### config.mk
export PLATFORM = sky130hd
export DESIGN_NAME = parking_exit_tracker_flat
export DESIGN_NICKNAME = d
export VERILOG_FILES = /design/src/rtl/parking_exit_tracker_if.sv /design/src/rtl/parking_exit_tracker.sv /design/src/flat_wrapper.sv
export SDC_FILE = /design/constraint.sdc
export NUM_CORES = 1
export LEC_CHECK = 0
export CAP_MARGIN = 20
export CORE_UTILIZATION = 51
export CTS_BUF_LIST = sky130_fd_sc_hd__clkbuf_4 sky130_fd_sc_hd__clkbuf_8 sky130_fd_sc_hd__clkbuf_16
export CTS_CLUSTER_DIAMETER = 60
export DETAILED_ROUTE_END_ITERATION = 10
export PLACE_DENSITY = 0.81
export SYNTH_ARGS = -nofsm -noshare
export SYNTH_HDL_FRONTEND = slang
export SYNTH_SLANG_ARGS = --single-unit
### constraint.sdc
create_clock -name clk -period 4 [get_ports clk]
set_input_delay 0.8 -clock clk [delete_from_list [all_inputs] [get_ports clk]]
set_output_delay 0.8 -clock clk [all_outputs]
set_load 0.01 [all_outputs]
### src/rtl/parking_exit_tracker_if.sv
// Exit-lane bus for parking_exit_tracker.
// The master drives the beam sensors and the entry gate's accepted-car pulse.
// The slave (the tracker) returns the counters, the flags and the event pulses.
interface parking_exit_tracker_if #(
  parameter int CNT_W = 16,
  parameter int OCC_W = 5
) ();
  logic             sensor_a;
  logic             sensor_b;
  logic             car_entered;
  logic             exit_pulse;
  logic [CNT_W-1:0] car_out;
  logic [OCC_W-1:0] occupancy;
  logic             full;
  logic             empty;
  logic             wrong_way;
  logic             underflow;

  modport master (
    output sensor_a, sensor_b, car_entered,
    input  exit_pulse, car_out, occupancy, full, empty, wrong_way, underflow
  );

  modport slave (
    input  sensor_a, sensor_b, car_entered,
    output exit_pulse, car_out, occupancy, full, empty, wrong_way, underflow
  );
endinterface

### src/rtl/parking_exit_tracker.sv
// Exit-gate tracker for the parking lot.
// A direction-checking FSM decodes departures from the two exit beams
// (inner beam a, outer beam b). The block counts total exits and keeps lot
// occupancy from entry pulses and exit decisions. It returns full/empty to
// the entry logic and raises wrong-way and underflow event pulses.
module parking_exit_tracker #(
  parameter int CAPACITY = 16,
  parameter int CNT_W    = 16,
  parameter int OCC_W    = 5
) (
  input logic                  clk,
  input logic                  reset,
  parking_exit_tracker_if.slave bus
);

  localparam logic [OCC_W-1:0] CAP_V = OCC_W'(CAPACITY);

  typedef enum logic [2:0] {
    IDLE,
    A_ONLY,
    BOTH,
    B_ONLY,
    WAIT_CLEAR
  } state_t;

  state_t           state_q, state_d;
  logic [1:0]       ab;
  logic             exit_dec;
  logic             wrong_dec;
  logic             occ_zero;
  logic             occ_inc;
  logic             occ_dec;

  logic [CNT_W-1:0] car_out_q;
  logic [OCC_W-1:0] occupancy_q;
  logic             exit_pulse_q;
  logic             wrong_way_q;
  logic             underflow_q;

  assign ab = {bus.sensor_a, bus.sensor_b};

  // Next-state decode of the beam pattern; flags the exit and wrong-way events.
  always_comb begin
    // NOTE: every output of this block gets a default first, so no path leaves one unassigned and no latch is inferred.
    state_d   = state_q;
    exit_dec  = 1'b0;
    wrong_dec = 1'b0;
    unique case (state_q)
      IDLE: begin
        unique case (ab)
          2'b10: state_d = A_ONLY;
          2'b01: begin
            state_d   = WAIT_CLEAR;
            wrong_dec = 1'b1;
          end
          2'b11: state_d = WAIT_CLEAR;
          default: state_d = IDLE;
        endcase
      end
      A_ONLY: begin
        unique case (ab)
          2'b11: state_d = BOTH;
          2'b00: state_d = IDLE;        // car backed off before reaching beam b
          2'b01: state_d = WAIT_CLEAR;
          default: state_d = A_ONLY;
        endcase
      end
      BOTH: begin
        unique case (ab)
          2'b01: state_d = B_ONLY;
          2'b10: state_d = A_ONLY;      // reversal back into the lot
          2'b00: state_d = WAIT_CLEAR;  // both beams dropped together: not trusted
          default: state_d = BOTH;
        endcase
      end
      B_ONLY: begin
        unique case (ab)
          2'b00: begin
            state_d  = IDLE;
            exit_dec = 1'b1;
          end
          2'b11: state_d = BOTH;        // reversal
          2'b10: state_d = WAIT_CLEAR;
          default: state_d = B_ONLY;
        endcase
      end
      WAIT_CLEAR: begin
        if (ab == 2'b00) state_d = IDLE;
      end
      default: state_d = IDLE;
    endcase
  end

  // FSM state register.
  always_ff @(posedge clk) begin
    // NOTE: state registers use non-blocking assignment so every flop samples pre-edge values.
    if (reset) state_q <= IDLE;
    else       state_q <= state_d;
  end

  // An exit only counts against a car already in the lot (pre-edge occupancy).
  // An entry on the same edge as a counted exit cancels it out, even at capacity.
  assign occ_zero = (occupancy_q == '0);
  assign occ_dec  = exit_dec && !occ_zero;
  assign occ_inc  = bus.car_entered && ((occupancy_q < CAP_V) || occ_dec);

  // Counters and registered event pulses.
  always_ff @(posedge clk) begin
    if (reset) begin
      car_out_q    <= '0;
      occupancy_q  <= '0;
      exit_pulse_q <= 1'b0;
      wrong_way_q  <= 1'b0;
      underflow_q  <= 1'b0;
    end else begin
      exit_pulse_q <= occ_dec;
      wrong_way_q  <= wrong_dec;
      underflow_q  <= exit_dec && occ_zero;
      if (occ_dec) car_out_q <= car_out_q + 1'b1;  // wraps modulo 2**CNT_W
      unique case ({occ_inc, occ_dec})
        2'b10:   occupancy_q <= occupancy_q + 1'b1;
        2'b01:   occupancy_q <= occupancy_q - 1'b1;
        default: occupancy_q <= occupancy_q;
      endcase
    end
  end

  assign bus.car_out    = car_out_q;
  assign bus.occupancy  = occupancy_q;
  assign bus.exit_pulse = exit_pulse_q;
  assign bus.wrong_way  = wrong_way_q;
  assign bus.underflow  = underflow_q;
  assign bus.full       = (occupancy_q == CAP_V);
  assign bus.empty      = occ_zero;

endmodule

### src/flat_wrapper.sv
// flat-port wrapper written by rule: the top's interface ports become plain ports
module parking_exit_tracker_flat 
#(
  parameter int CAPACITY = 16,
  parameter int CNT_W    = 16,
  parameter int OCC_W    = 5
)
  (clk, reset, bus_sensor_a, bus_sensor_b, bus_car_entered, bus_exit_pulse, bus_car_out, bus_occupancy, bus_full, bus_empty, bus_wrong_way, bus_underflow);
  parking_exit_tracker_if #(.CNT_W(CNT_W), .OCC_W(OCC_W)) bus_i ();
  input logic clk;
  input logic reset;
  input wire logic [$bits(bus_i.sensor_a)-1:0] bus_sensor_a;
  input wire logic [$bits(bus_i.sensor_b)-1:0] bus_sensor_b;
  input wire logic [$bits(bus_i.car_entered)-1:0] bus_car_entered;
  output wire logic [$bits(bus_i.exit_pulse)-1:0] bus_exit_pulse;
  output wire logic [$bits(bus_i.car_out)-1:0] bus_car_out;
  output wire logic [$bits(bus_i.occupancy)-1:0] bus_occupancy;
  output wire logic [$bits(bus_i.full)-1:0] bus_full;
  output wire logic [$bits(bus_i.empty)-1:0] bus_empty;
  output wire logic [$bits(bus_i.wrong_way)-1:0] bus_wrong_way;
  output wire logic [$bits(bus_i.underflow)-1:0] bus_underflow;
  assign bus_i.sensor_a = bus_sensor_a;
  assign bus_i.sensor_b = bus_sensor_b;
  assign bus_i.car_entered = bus_car_entered;
  assign bus_exit_pulse = bus_i.exit_pulse;
  assign bus_car_out = bus_i.car_out;
  assign bus_occupancy = bus_i.occupancy;
  assign bus_full = bus_i.full;
  assign bus_empty = bus_i.empty;
  assign bus_wrong_way = bus_i.wrong_way;
  assign bus_underflow = bus_i.underflow;
  parking_exit_tracker #(.CAPACITY(CAPACITY), .CNT_W(CNT_W), .OCC_W(OCC_W)) u_core (.clk(clk), .reset(reset), .bus(bus_i));
endmodule
## Yosys cells after proc, flatten, opt, wreduce, memory -nomap -nowiden

Index checks and enable logic that the tools add are counted.

- Bits in registers: 27
- Bits in latches: 0
- RAM bits: 0
- ROM bits: 0
- Input port bits: 5
- Memories: 0

- Add/sub/neg operators: 3
- $mul: 0
- Divide/modulo/power cells: 0
- Order comparisons: 1
- Equality and inequality tests: 11
- Shift operators: 0
- Mux-type cells: 10
- Bitwise operators: 1
- Reductions and logical operators: 11

Operator list:

| cell | count |
|---|---|
| 3-bit case mux with 3 select lines | 3 |
| 16-bit by 1-bit adder with 16-bit output (second input constant) | 1 |
| 3-bit case mux with 5 select lines | 1 |
| 5-bit case mux with 2 select lines | 1 |
| 2-bit equality test (second input constant) | 3 |
| 3-bit by 2-bit equality test with 1-bit output (second input constant) | 2 |
| 3-bit case mux with 2 select lines | 1 |
| 5-bit by 1-bit adder with 5-bit output (second input constant) | 1 |
| 5-bit equality test (second input constant) | 1 |
| 5-bit logical NOT | 1 |
| 5-bit less-than comparator (second input constant) | 1 |
| 5-bit by 1-bit subtractor with 5-bit output (second input constant) | 1 |
| 2-bit by 1-bit equality test with 1-bit output (second input constant) | 2 |
| 2-bit OR reduction | 2 |
| 3-bit by 1-bit equality test with 1-bit output (second input constant) | 1 |
| 3-bit equality test (second input constant) | 1 |
| 1-bit logical AND | 3 |
| 3-bit logical NOT | 1 |
| 1-bit 2-to-1 mux | 3 |
| 3-bit 2-to-1 mux | 1 |
| 2-bit logical NOT | 1 |
| 2-bit by 1-bit != test with 1-bit output (second input constant) | 1 |
| 2-bit nonzero test | 1 |
| 1-bit logical NOT | 1 |
| 2 further kinds | 2 |

## Logic depth before layout (Yosys ltp)

Gate-level depths: netlist of the first run.

- Depth in word-level cells: 8
- Depth in mapped cells: 14
- Mapped depth without buffers: 12

## Least setup slack after synthesis of the first run

OpenSTA, ideal clock, no wires.

- Kind: input port to flip-flop
- From: input bus_sensor_b
- To: register u_core.occupancy_q[4], in the netlist u_core.bus.occupancy[4]
- Setup time: 0.064 ns
- Arrival time: 3.178 ns
- Data required time: 3.936 ns
- Slack: 0.759 ns
- Stages on the path: 13
- Buffers on the path: 2
- Path through: inv_1 > ha_1 > and4b_1 > buf_6 > o21ai_0 > ha_1 > clkbuf_1 > xor2_1 > ha_1 > o21ai_0 > or3_1 > a2111o_1 > nand4_1

- Longest elaborated chain between the ends: 8

RTL lines:

| element | line | text |
|---|---|---|
| start: declaration | flat_wrapper.sv:13 | `input wire logic [$bits(bus_i.sensor_b)-1:0] bus_sensor_b;` |
| 2-bit logical NOT (*) | parking_exit_tracker.sv:77 | `unique case (ab)` |
| 1-bit 2-to-1 mux (*) | parking_exit_tracker.sv:77 |  |
| 1-bit 2-to-1 mux (*) | parking_exit_tracker.sv:48 | `unique case (state_q)` |
| 1-bit logical AND (*) | parking_exit_tracker.sv:104 | `assign occ_dec = exit_dec && !occ_zero;` |
| 1-bit logical OR | parking_exit_tracker.sv:105 | `assign occ_inc = bus.car_entered && ((occupancy_q < CAP_V) \|\| occ_dec);` |
| 1-bit logical AND | parking_exit_tracker.sv:105 |  |
| 2-bit by 1-bit equality test with 1-bit output or 2-bit equality test (tied branches) | parking_exit_tracker.sv:120 | `unique case ({occ_inc, occ_dec})` |
| 5-bit case mux with 2 select lines or 2-bit nonzero test (tied branches) | n/a |  |
| end signal: assignment | parking_exit_tracker.sv:121 | `2'b10: occupancy_q <= occupancy_q + 1'b1;` |
| end signal: assignment | parking_exit_tracker.sv:122 | `2'b01: occupancy_q <= occupancy_q - 1'b1;` |
| end signal: assignment | parking_exit_tracker.sv:123 | `default: occupancy_q <= occupancy_q;` |
| end: declaration | parking_exit_tracker.sv:35 | `logic [OCC_W-1:0] occupancy_q;` |

Every way passes the cells marked *; elsewhere a longest branch is shown, timed or not.
A chain may end at the register's enable or synchronous reset.

## Worst setup path in the final report of the first run

Same ends and word-level chain as after synthesis.

==> flow_metrics.tcl, run 1 <==
set metrics [dict create \
    arrival_ps 3860 \
    critPathKind "in2reg" \
    grt_pass1_vias 1326 \
    synthCells 175 \
    grt_max_degree 21 \
    powerDensity_nw_per_um2 241 \
    start_util 0.556 \
    final_nets 219 \
    clock.fmax_mhz 280 \
    io_pins 31 \
    htreeDepth 1 \
    cts.sinks 27 \
    syn_nets 192 \
    synthArstFlopShare 0 \
    rows 19 \
    critPathLaunchType "input port" \
    initialDrtViolationCount 66 \
    die_x_um 57.8 \
    num_antenna_cells 0 \
    ff_latch_area_sq_um 541 \
    relSlewSlack 0.482 \
    setup_violations 0 \
    layout_min_cycle_time_ps 3570 \
    drive_gt1_frac 0.0846 \
    numPortBuffers 30 \
    dp_hpwl_um 2410 \
    cts_resized 0 \
    fill_cells 258 \
    worst-endpoint-required_ps 4290 \
    cts_setup_buffers 0 \
    clk_path_buf_depth 2 \
    cts_root_buf "clkbuf_4" \
    setup-tns-final_ps 0 \
    totalPowerFinal_w 0.000460 \
    yosys_warnings 0 \
    crit_fanout 9 \
    via_per_inst 6.11 \
    ys_types 47 \
    fin_worst_skew_ps 6.06 \
    grt_pass1_wl_um 5870 \
    first_pass_iters 10 \
    cts_tree "built" \
    routed_wl_um 3400 \
    worst_ir_drop_vdd_mv 0.126 \
    multi_input_area_sq_um 961 \
    drv_slew 0 \
    netlist_area_sq_um 1590 \
    max_slew.worst_pin.slew_ps 775 \
    end_kind "flip-flop" \
    status "finished, violations left" \
    hold_class "reg2reg" \
    avgSynthCellArea_sq_um 9.06 \
    p_leak_nw 0.687 \
    track_usage 0.224 \
    routedWlPerCell_um 14.7 \
    die_y_um 57.8 \
    ys_seq_area_frac 0.341 \
    syn_to_final_growth_pct 20.2 \
    worstSkewPairLatency_ps 340 \
    grt-ovfl-total 0 \
    hold_viol 0 \
    gp_congestion 0.781 \
    route.antenna.remaining_nets 0 \
    post-route-period-util 0.893 \
    cts_buffers 3 \
    ctsHoldBuffers 0 \
    rsz0062_at_grt "no" \
    ys.flop_type "dfxtp_1" \
    violations "design-rule violations" \
    vias 1418 \
    die_area_sq_um 3340 \
    antenna_found_initial 0 \
    clkTransAtPathRegs_ps 150 \
    drc_errors 3 \
    synth-edff-count 0 \
    synth-seq-cells 27 \
    max_cap_viol_count 0 \
    coreArea_sq_um 2850 \
]
[logic make-up (layout without fill, tap and decap cells)]
kind of cell / after synthesis / after routing / synth area share
simple gates: 66 / 66 / 0.239
compound gates: 41 / 41 / 0.187
flops: 27 / 27 / 0.341
buf+inv: 16 / 42 / 0.0529
fa+ha+maj: 12 / 12 / 0.0947
xor+xnor: 7 / 7 / 0.0387
mux: 6 / 6 / 0.0466
[routing by layer]
metal  part of all wire  vias to the layer above  global-route usage
met3              0.029                        7              0.0313
met5                  0                        -                   0
li1                   -                      697                   -
met1               0.46                      683               0.290
met4              0.016                        0               0.105
met2               0.49                       31               0.369
[cells in the mapped netlist (2+ instances only)]
| cell | instances | area, sq um |
|---|---|---|
| buf_6 | 3 | 33.8 |
| o21ai_0 | 8 | 40.0 |
| nand2b_1 | 2 | 12.5 |
| and4_1 | 2 | 17.5 |
| nand4_1 | 6 | 37.5 |
| nand2_1 | 8 | 30.0 |
| xor2_1 | 6 | 52.6 |
| clkbuf_1 | 5 | 18.8 |
| a21oi_2 | 3 | 26.3 |
| o211ai_4 | 2 | 42.5 |
| ha_1 | 12 | 150 |
| or4_1 | 4 | 30.0 |
| nor4b_1 | 2 | 17.5 |
| nand4b_1 | 2 | 17.5 |
| nor2_1 | 16 | 60.1 |
| a21oi_1 | 10 | 50.1 |
| o21ai_1 | 4 | 20.0 |
| dfxtp_1 | 27 | 541 |
| nor3_1 | 3 | 15.0 |
| nand3_1 | 4 | 20.0 |
| inv_1 | 6 | 22.5 |
| mux2i_1 | 4 | 40.0 |
| o31ai_1 | 4 | 30.0 |
| or3_1 | 9 | 56.3 |
[layout make-up]
class / count / area share
Clock inverter: 1 / 0.00263
Clock buffer: 3 / 0.0118
Multi-Input combinational cell: 132 / 0.504
Inverter: 6 / 0.0118
Sequential cell: 27 / 0.284
Tap cell: 31 / 0.0204
Timing Repair Buffer: 32 / 0.165
[critical path: stages]
cell and delay [ps]:
clkdlybuf4s50_1 560, inv_1 110, ha_1 220, and4b_1 240, o21ai_0 250, ha_1 390
xor2_1 200, ha_1 190, o21ai_0 80, or3_1 360, a2111o_1 380, nand4_1 70
[where the power goes]
| part | internal, W | switching, W | total (W) |
|---|---|---|---|
| Combinational | 0.0000272 | 0.0000292 | 0.0000564 |
| Clock | 0.0000377 | 0.0000845 | 0.000122 |
| Sequential | 0.000274 | 0.00000766 | 0.000281 |
[sequential cells by signal, summed over array words and instances (netlist names)]
| signal | cells |
|---|---|
| u_core.bus.car_out | 16 |
| u_core.bus.occupancy | 5 |
| u_core.state_q | 3 |
| u_core.bus.exit_pulse | 1 |
| u_core.bus.underflow | 1 |
| u_core.bus.wrong_way | 1 |
[stage by stage]
step | hold WS [ps] | cell area (sq um) | worst slack (ps) | std cells | util
after floorplan | 474 | 1590 | 759 | 175 | -
after global placement | 457 | 1880 | 268 | 228 | 0.658
after detailed placement | 479 | 1880 | 101 | 228 | 0.658
after CTS | 499 | 1910 | 435 | 232 | 0.668
after global routing | 537 | 1910 | 213 | 232 | 0.668
final | 494 | 1910 | 429 | 232 | 0.668
[cells in the final DEF (no fill, tap or decap), types with 4 or more instances in the layout]
master / instances
dfxtp_1: 27
ha_1: 12
nor2_1: 16
xor2_1: 6
nand2_1: 8
nand4_1: 6
o31ai_1: 4
a21oi_1: 10
o21ai_1: 4
mux2i_1: 4
or4_1: 4
nand3_1: 4
clkdlybuf4s50_1: 30
inv_1: 6
or3_1: 9
o21ai_0: 8
[path summary, 6_finish.rpt]
path              slack, ps                       to  cells past startpoint               startpoint
hold reg to reg         490   u_core.bus.car_out[15]                      2   u_core.bus.car_out[15]
hold / removal          490   u_core.bus.car_out[15]                      2   u_core.bus.car_out[15]
setup / recovery        430  u_core.bus.occupancy[4]                     12             bus_sensor_b
setup reg to reg        960  u_core.bus.occupancy[4]                      9  u_core.bus.occupancy[1]
Power figures use the tool's default switching activity.
==> inputs of run 2 (changes only) <==
--- a/config.mk
+++ b/config.mk
@@ -6,11 +6,13 @@
 export NUM_CORES = 1
 export LEC_CHECK = 0
 export CAP_MARGIN = 20
-export CORE_UTILIZATION = 51
+export CORE_UTILIZATION = 55
 export CTS_BUF_LIST = sky130_fd_sc_hd__clkbuf_4 sky130_fd_sc_hd__clkbuf_8 sky130_fd_sc_hd__clkbuf_16
 export CTS_CLUSTER_DIAMETER = 60
 export DETAILED_ROUTE_END_ITERATION = 10
-export PLACE_DENSITY = 0.81
+export DONT_BUFFER_PORTS = 1
+export PLACE_DENSITY = 0.72
+export SETUP_SLACK_MARGIN = 0.5
 export SYNTH_ARGS = -nofsm -noshare
 export SYNTH_HDL_FRONTEND = slang
 export SYNTH_SLANG_ARGS = --single-unit
==> constraint.sdc (replaced) <==
create_clock -name clk -period 3.4 [get_ports clk]
set_input_delay 0.68 -clock clk [delete_from_list [all_inputs] [get_ports clk]]
set_output_delay 0.68 -clock clk [all_outputs]
set_load 0.01 [all_outputs]
==> run 2 against run 1 <==
Effect of this change: the run now ends clean; critical path depth shrank 3; sequential power is 19% higher; final cell count fell by 13%; die area decreased by 7.0%; sequential share of layout area is 3.9 points higher; setup slack better by 160 ps; critical path type is now reg2reg; critical endpoint unchanged; largest power group unchanged.
==> flow_metrics.tcl, run 2 (synthesis results as in run 1) <==
set metrics [dict create \
    final_nets 190 \
    layout_common_cells "dfxtp_1 (24), nor2_1 (16), a21oi_1 (10)" \
    syn_to_final_growth_pct 6.39 \
    clkTransAtPathRegs_ps 150 \
    totalPowerFinal_w 0.000525 \
    max_cap_viol_count 0 \
    setup_violations 0 \
    dp_slack_ps 440 \
    initialDrtViolationCount 46 \
    endpoint "u_core.bus.occupancy[4]" \
    p_leak_nw 0.591 \
    worst-endpoint-required_ps 3670 \
    layout_min_cycle_time_ps 2820 \
    grt-ovfl-total 0 \
    post-route-period-util 0.828 \
    arrival_ps 3080 \
    fin_worst_skew_ps 10.7 \
    coreArea_sq_um 2730 \
    routedWlPerCell_um 15.0 \
    grt_pass1_wl_um 4910 \
    antenna_found_initial 0 \
    start_util 0.580 \
    r2r-end "u_core.bus.occupancy[4]" \
    setup_ws_ps 585 \
    rsz0062_at_grt "no" \
    cts_tree "built" \
    rows 19 \
    track_usage 0.194 \
    dp_cells 198 \
    cts.sinks 27 \
    via_per_inst 6.25 \
    routed_wl_um 3040 \
    status "completed" \
    htreeDepth 1 \
    route.antenna.remaining_nets 0 \
    startpoint "u_core.bus.occupancy[1]" \
    first_pass_iters 4 \
    drv_slew 0 \
    clk_path_buf_depth 2 \
    drc_errors 0 \
    final_cell_count_no_fill 203 \
    critPathKind "reg2reg" \
    powerDensity_nw_per_um2 311 \
    reg2reg_from "u_core.bus.occupancy[1]" \
    fill_cells 232 \
    max_slew.worst_pin.slew_ps 358 \
    die_y_um 55.7 \
    worst_ir_drop_vdd_mv 0.227 \
    cts_root_buf "clkbuf_4" \
    clock.fmax_mhz 355 \
    die_x_um 55.7 \
    reg2reg_depth 9 \
    worstSkewPairLatency_ps 320 \
    largest_register_ffs 16 \
    final_common_cell "dfxtp_1" \
    grt_max_degree 33 \
    hold_viol 0 \
    relSlewSlack 0.760 \
    drive_gt1_frac 0.163 \
    r2r_slack_ps 580 \
    end_kind "flip-flop" \
    final_util 0.617 \
    critPathLaunchType "flip-flop" \
    hold_class "in2reg" \
    vias 1269 \
    setup-tns-final_ps 0 \
    io_pins 31 \
    die_area_sq_um 3100 \
    cts_buffers 3 \
    numPortBuffers 0 \
    grt_pass1_vias 1136 \
    dp_hpwl_um 2230 \
    crit_fanout 9 \
    gp_congestion 0.757 \
    num_antenna_cells 0 \
]
## run 2: changes by cell type in the layout (fill, tap and decap cells not counted), moves of 2 or more
cell	change
clkdlybuf4s50_1	-30
dfxtp_1	-3
dfxtp_2	+3
ha_1	-3
ha_4	+2
inv_1	-3
o21ai_0	-2
o21ai_4	+2
## run 2: power breakdown
group	leakage, nW	switching, W	internal [W]
logic	0.353	0.0000252	0.0000234
registers	0.220	0.0000108	0.000322
clock network	0.0184	0.0000900	0.0000538
total	0.591	0.000126	0.000399
## run 2: layout make-up
| cell class | count | area [sq um] | share of cell area |
|---|---|---|---|
| multi-input cells | 132 | 1010 | 0.597 |
| flip-flops and latches | 27 | 544 | 0.323 |
| repair buffers | 3 | 22.5 | 0.0134 |
| clock buffers | 4 | 30.0 | 0.0178 |
| well taps | 31 | 38.8 | 0.0230 |
| inverters | 6 | 43.8 | 0.0260 |
## run 2: through the flow
stage,instance area (sq um),hold WS (ps)
after floorplan,1660,474
after global placement,1650,504
after detailed placement,1650,511
after CTS,1680,391
after global routing,1690,382
final,1690,402
## run 2: worst min path at each step
stage	slack, ps	cells after the start	end	from
floorplan	470	1	u_core.bus.wrong_way	u_core.state_q[2]
CTS	390	1	u_core.bus.car_out[11]	reset
global route	380	1	u_core.bus.occupancy[2]	reset
finish	400	1	u_core.bus.occupancy[1]	reset
detailed placement	510	1	u_core.state_q[1]	u_core.state_q[2]
global placement	500	2	u_core.bus.car_out[15]	u_core.bus.car_out[15]
## run 2: repair_timing
| action | 4_1_cts | 5_1_grt |
|---|---|---|
| buffers inserted | 1 | 0 |
| resized for setup | 0 | 3 |
| endpoints found under the setup margin | 1 | 1 |
| pin swaps | 1 | 0 |
| hold buffers | 0 | 0 |
## run 2: critical path, cell delays in order (launching register included)
cell	delay, ps
dfxtp_2	410
or4_4	560
o21ai_4	200
inv_2	80
ha_4	200
ha_1	330
o21ai_1	70
or3_1	420
a2111o_1	420
nand4_1	80
## run 2: metal layers
layer	up-vias	track usage	part of all wire
met5	-	0	0
met4	0	0.0571	0.0056
met3	2	0.0558	0.050
met2	26	0.351	0.50
met1	600	0.221	0.45
li1	641	-	-
==> inputs of run 3 (changes only) <==
--- a/config.mk
+++ b/config.mk
@@ -11,7 +11,7 @@
 export CTS_CLUSTER_DIAMETER = 60
 export DETAILED_ROUTE_END_ITERATION = 10
 export DONT_BUFFER_PORTS = 1
-export PLACE_DENSITY = 0.72
+export PLACE_DENSITY = 0.75
 export SETUP_SLACK_MARGIN = 0.5
 export SYNTH_ARGS = -nofsm -noshare
 export SYNTH_HDL_FRONTEND = slang
==> constraint.sdc (replaced) <==
create_clock -name clk -period 2.5 [get_ports clk]
set_input_delay 0.5 -clock clk [delete_from_list [all_inputs] [get_ports clk]]
set_output_delay 0.5 -clock clk [all_outputs]
set_load 0.01 [all_outputs]
==> run 3 against run 2 <==
Effect of this change: the run now ends with negative setup slack left; routed wire length rose by 28%; non-clock buffer count rose by 25; worst hold slack lost 180 ps; combinational power rose to 2.9 times the previous value; utilization increased by 12 points; clock skew decreased by 5.9 ps; critical path type unchanged; critical endpoint unchanged; largest power group unchanged.
==> flow_metrics.tcl, run 3 (synthesis results as in run 1) <==
set metrics [dict create \
    ff_latch_area_sq_um 546 \
    final_nets 217 \
    dp_hpwl_um 2310 \
    hold_ws_ps 220 \
    clk_path_buf_depth 2 \
    routedWlPerCell_um 17.0 \
    max_slew.worst_pin.slew_ps 368 \
    die_x_um 55.7 \
    track_usage 0.230 \
    layout_min_cycle_time_ps 2610 \
    max_cap_viol_count 0 \
    r2r_slack_ps -110 \
    cts.sinks 27 \
    dp_cells 213 \
    powerDensity_nw_per_um2 392 \
    fin_worst_skew_ps 4.84 \
    crit_buf_inv 1 \
    route.antenna.remaining_nets 0 \
    path_cells "or4_4 -> o21ai_4 -> inv_2 -> ha_4 -> xor2_2 -> ha_2 -> o21ai_1 -> or3_4 -> a2111o_1 -> nand4_1" \
    drv_slew 0 \
    hold_viol 0 \
    p_seq_frac 0.560 \
    worstSkewPairLatency_ps 320 \
    startpoint "u_core.bus.occupancy[0]" \
    grt-ovfl-total 0 \
    worst-endpoint-required_ps 2780 \
    comb_power_share 0.181 \
    cts_buffers 3 \
    crit_fanout 4 \
    post-route-period-util 1.04 \
    clock.fmax_mhz 384 \
    p_int_w 0.000587 \
    r2r-end "u_core.bus.occupancy[4]" \
    cpLargestDelayFamily "simple AND/OR/NAND/NOR gates" \
    critPathLaunchType "flip-flop" \
    endpoint "u_core.bus.occupancy[4]" \
    cp_num_cells 10 \
    initialDrtViolationCount 70 \
    rows 19 \
    grt_pass1_vias 1367 \
    io_pins 31 \
    end_kind "flip-flop" \
    drc_errors 0 \
    first_pass_iters 4 \
    reg2reg_depth 10 \
    setup_violations 3 \
    routed_wl_um 3910 \
    clockPowerShare 0.259 \
    fill_cells 199 \
    multi_input_area_sq_um 1120 \
    vias 1410 \
    numPortBuffers 0 \
    grt_pass1_wl_um 5720 \
    reg2reg_from "u_core.bus.occupancy[0]" \
    worst_ir_drop_vdd_mv 0.304 \
    syn_to_final_growth_pct 27.5 \
    arrival_ps 2880 \
    swShare 0.260 \
    final_cell_count_no_fill 230 \
    antenna_found_initial 0 \
    start_util 0.580 \
    num_antenna_cells 0 \
    die_y_um 55.7 \
    rsz0062_at_grt "yes" \
    ctsHoldBuffers 0 \
    critPathKind "reg2reg" \
    htreeDepth 1 \
    grt_max_degree 33 \
    totalPowerFinal_w 0.000793 \
    cpPeakStageDelay_ps 560 \
    gp_congestion 0.782 \
    die_area_sq_um 3100 \
    cts_root_buf "clkbuf_4" \
    via_per_inst 6.13 \
    drive_gt1_frac 0.327 \
    hold_class "in2reg" \
    p_leak_nw 0.735 \
    cp_slowest_cell "or4_4" \
    clkTransAtPathRegs_ps 150 \
    layout_common_cells "dfxtp_1 (25), buf_4 (17), nor2_1 (14)" \
    coreArea_sq_um 2730 \
    status "finished, violations left" \
    cts_tree "built" \
    relSlewSlack 0.754 \
    largest_register_ffs 16 \
    final_common_cell "dfxtp_1" \
    violations "negative setup slack" \
    p_sw_w 0.000206 \
    setup_ws_ps -107 \
    dp_slack_ps -133 \
    setup-tns-final_ps -282 \
]
## run 3: power groups by stage
| stage | Clock [W] | Combinational (W) | Sequential (W) |
|---|---|---|---|
| final | 0.000206 | 0.000143 | 0.000445 |
| after global routing | 0.000227 | 0.000152 | 0.000446 |
| after CTS | 0.000208 | 0.000121 | 0.000445 |
| after detailed placement | 0 | 0.0000798 | 0.000454 |
| after global placement | 0 | 0.0000768 | 0.000454 |
| after floorplan | 0 | 0.0000631 | 0.000459 |
## run 3: worst min-delay path by stage
stage	startpoint	endpoint	slack [ps]	depth (start not counted)
3_3_place_gp	u_core.bus.car_out[15]	u_core.bus.car_out[15]	510	2
5_1_grt	reset	u_core.bus.car_out[5]	190	1
6_report	reset	u_core.bus.occupancy[0]	220	1
2_1_floorplan	u_core.state_q[2]	u_core.bus.wrong_way	470	1
3_5_place_dp	u_core.bus.car_out[15]	u_core.bus.car_out[15]	510	2
4_1_cts	reset	u_core.bus.car_out[5]	210	1
## run 3: per-layer routing
metal / routed length (um) / share of wire / track usage / vias to the layer above
met5: 0 / 0 / 0 / -
met4: 48 / 0.012 / 0.0821 / 0
met3: 142 / 0.036 / 0.0535 / 6
met2: 2040 / 0.52 / 0.439 / 29
met1: 1680 / 0.43 / 0.244 / 677
li1: - / - / - / 698
## run 3: worst reg2reg max path, stage by stage (launching register included)
cell	delay [ps]
dfxtp_4	370
or4_4	560
o21ai_4	160
inv_2	80
ha_4	180
xor2_2	140
ha_2	200
o21ai_1	80
or3_4	340
a2111o_1	370
nand4_1	70
## run 3: layout make-up
class / count / share of cell area
sequential: 27 / 0.270
clock buffer: 4 / 0.0149
multi-input combinational: 134 / 0.556
tap: 31 / 0.0192
inverter: 6 / 0.0111
timing repair buffer: 28 / 0.129
## run 3: timing repair
action	4_1_cts	5_1_grt
gates cloned	0	2
buffers inserted	9	2
resized for setup	20	19
setup endpoints to repair	7	21
pin swaps	25	16
## run 3: stage by stage
stage,utilization,instance area [sq um]
global route,0.740,2020
global placement,0.631,1730
finish,0.740,2020
floorplan,-,1640
detailed placement,0.631,1730
CTS,0.690,1890
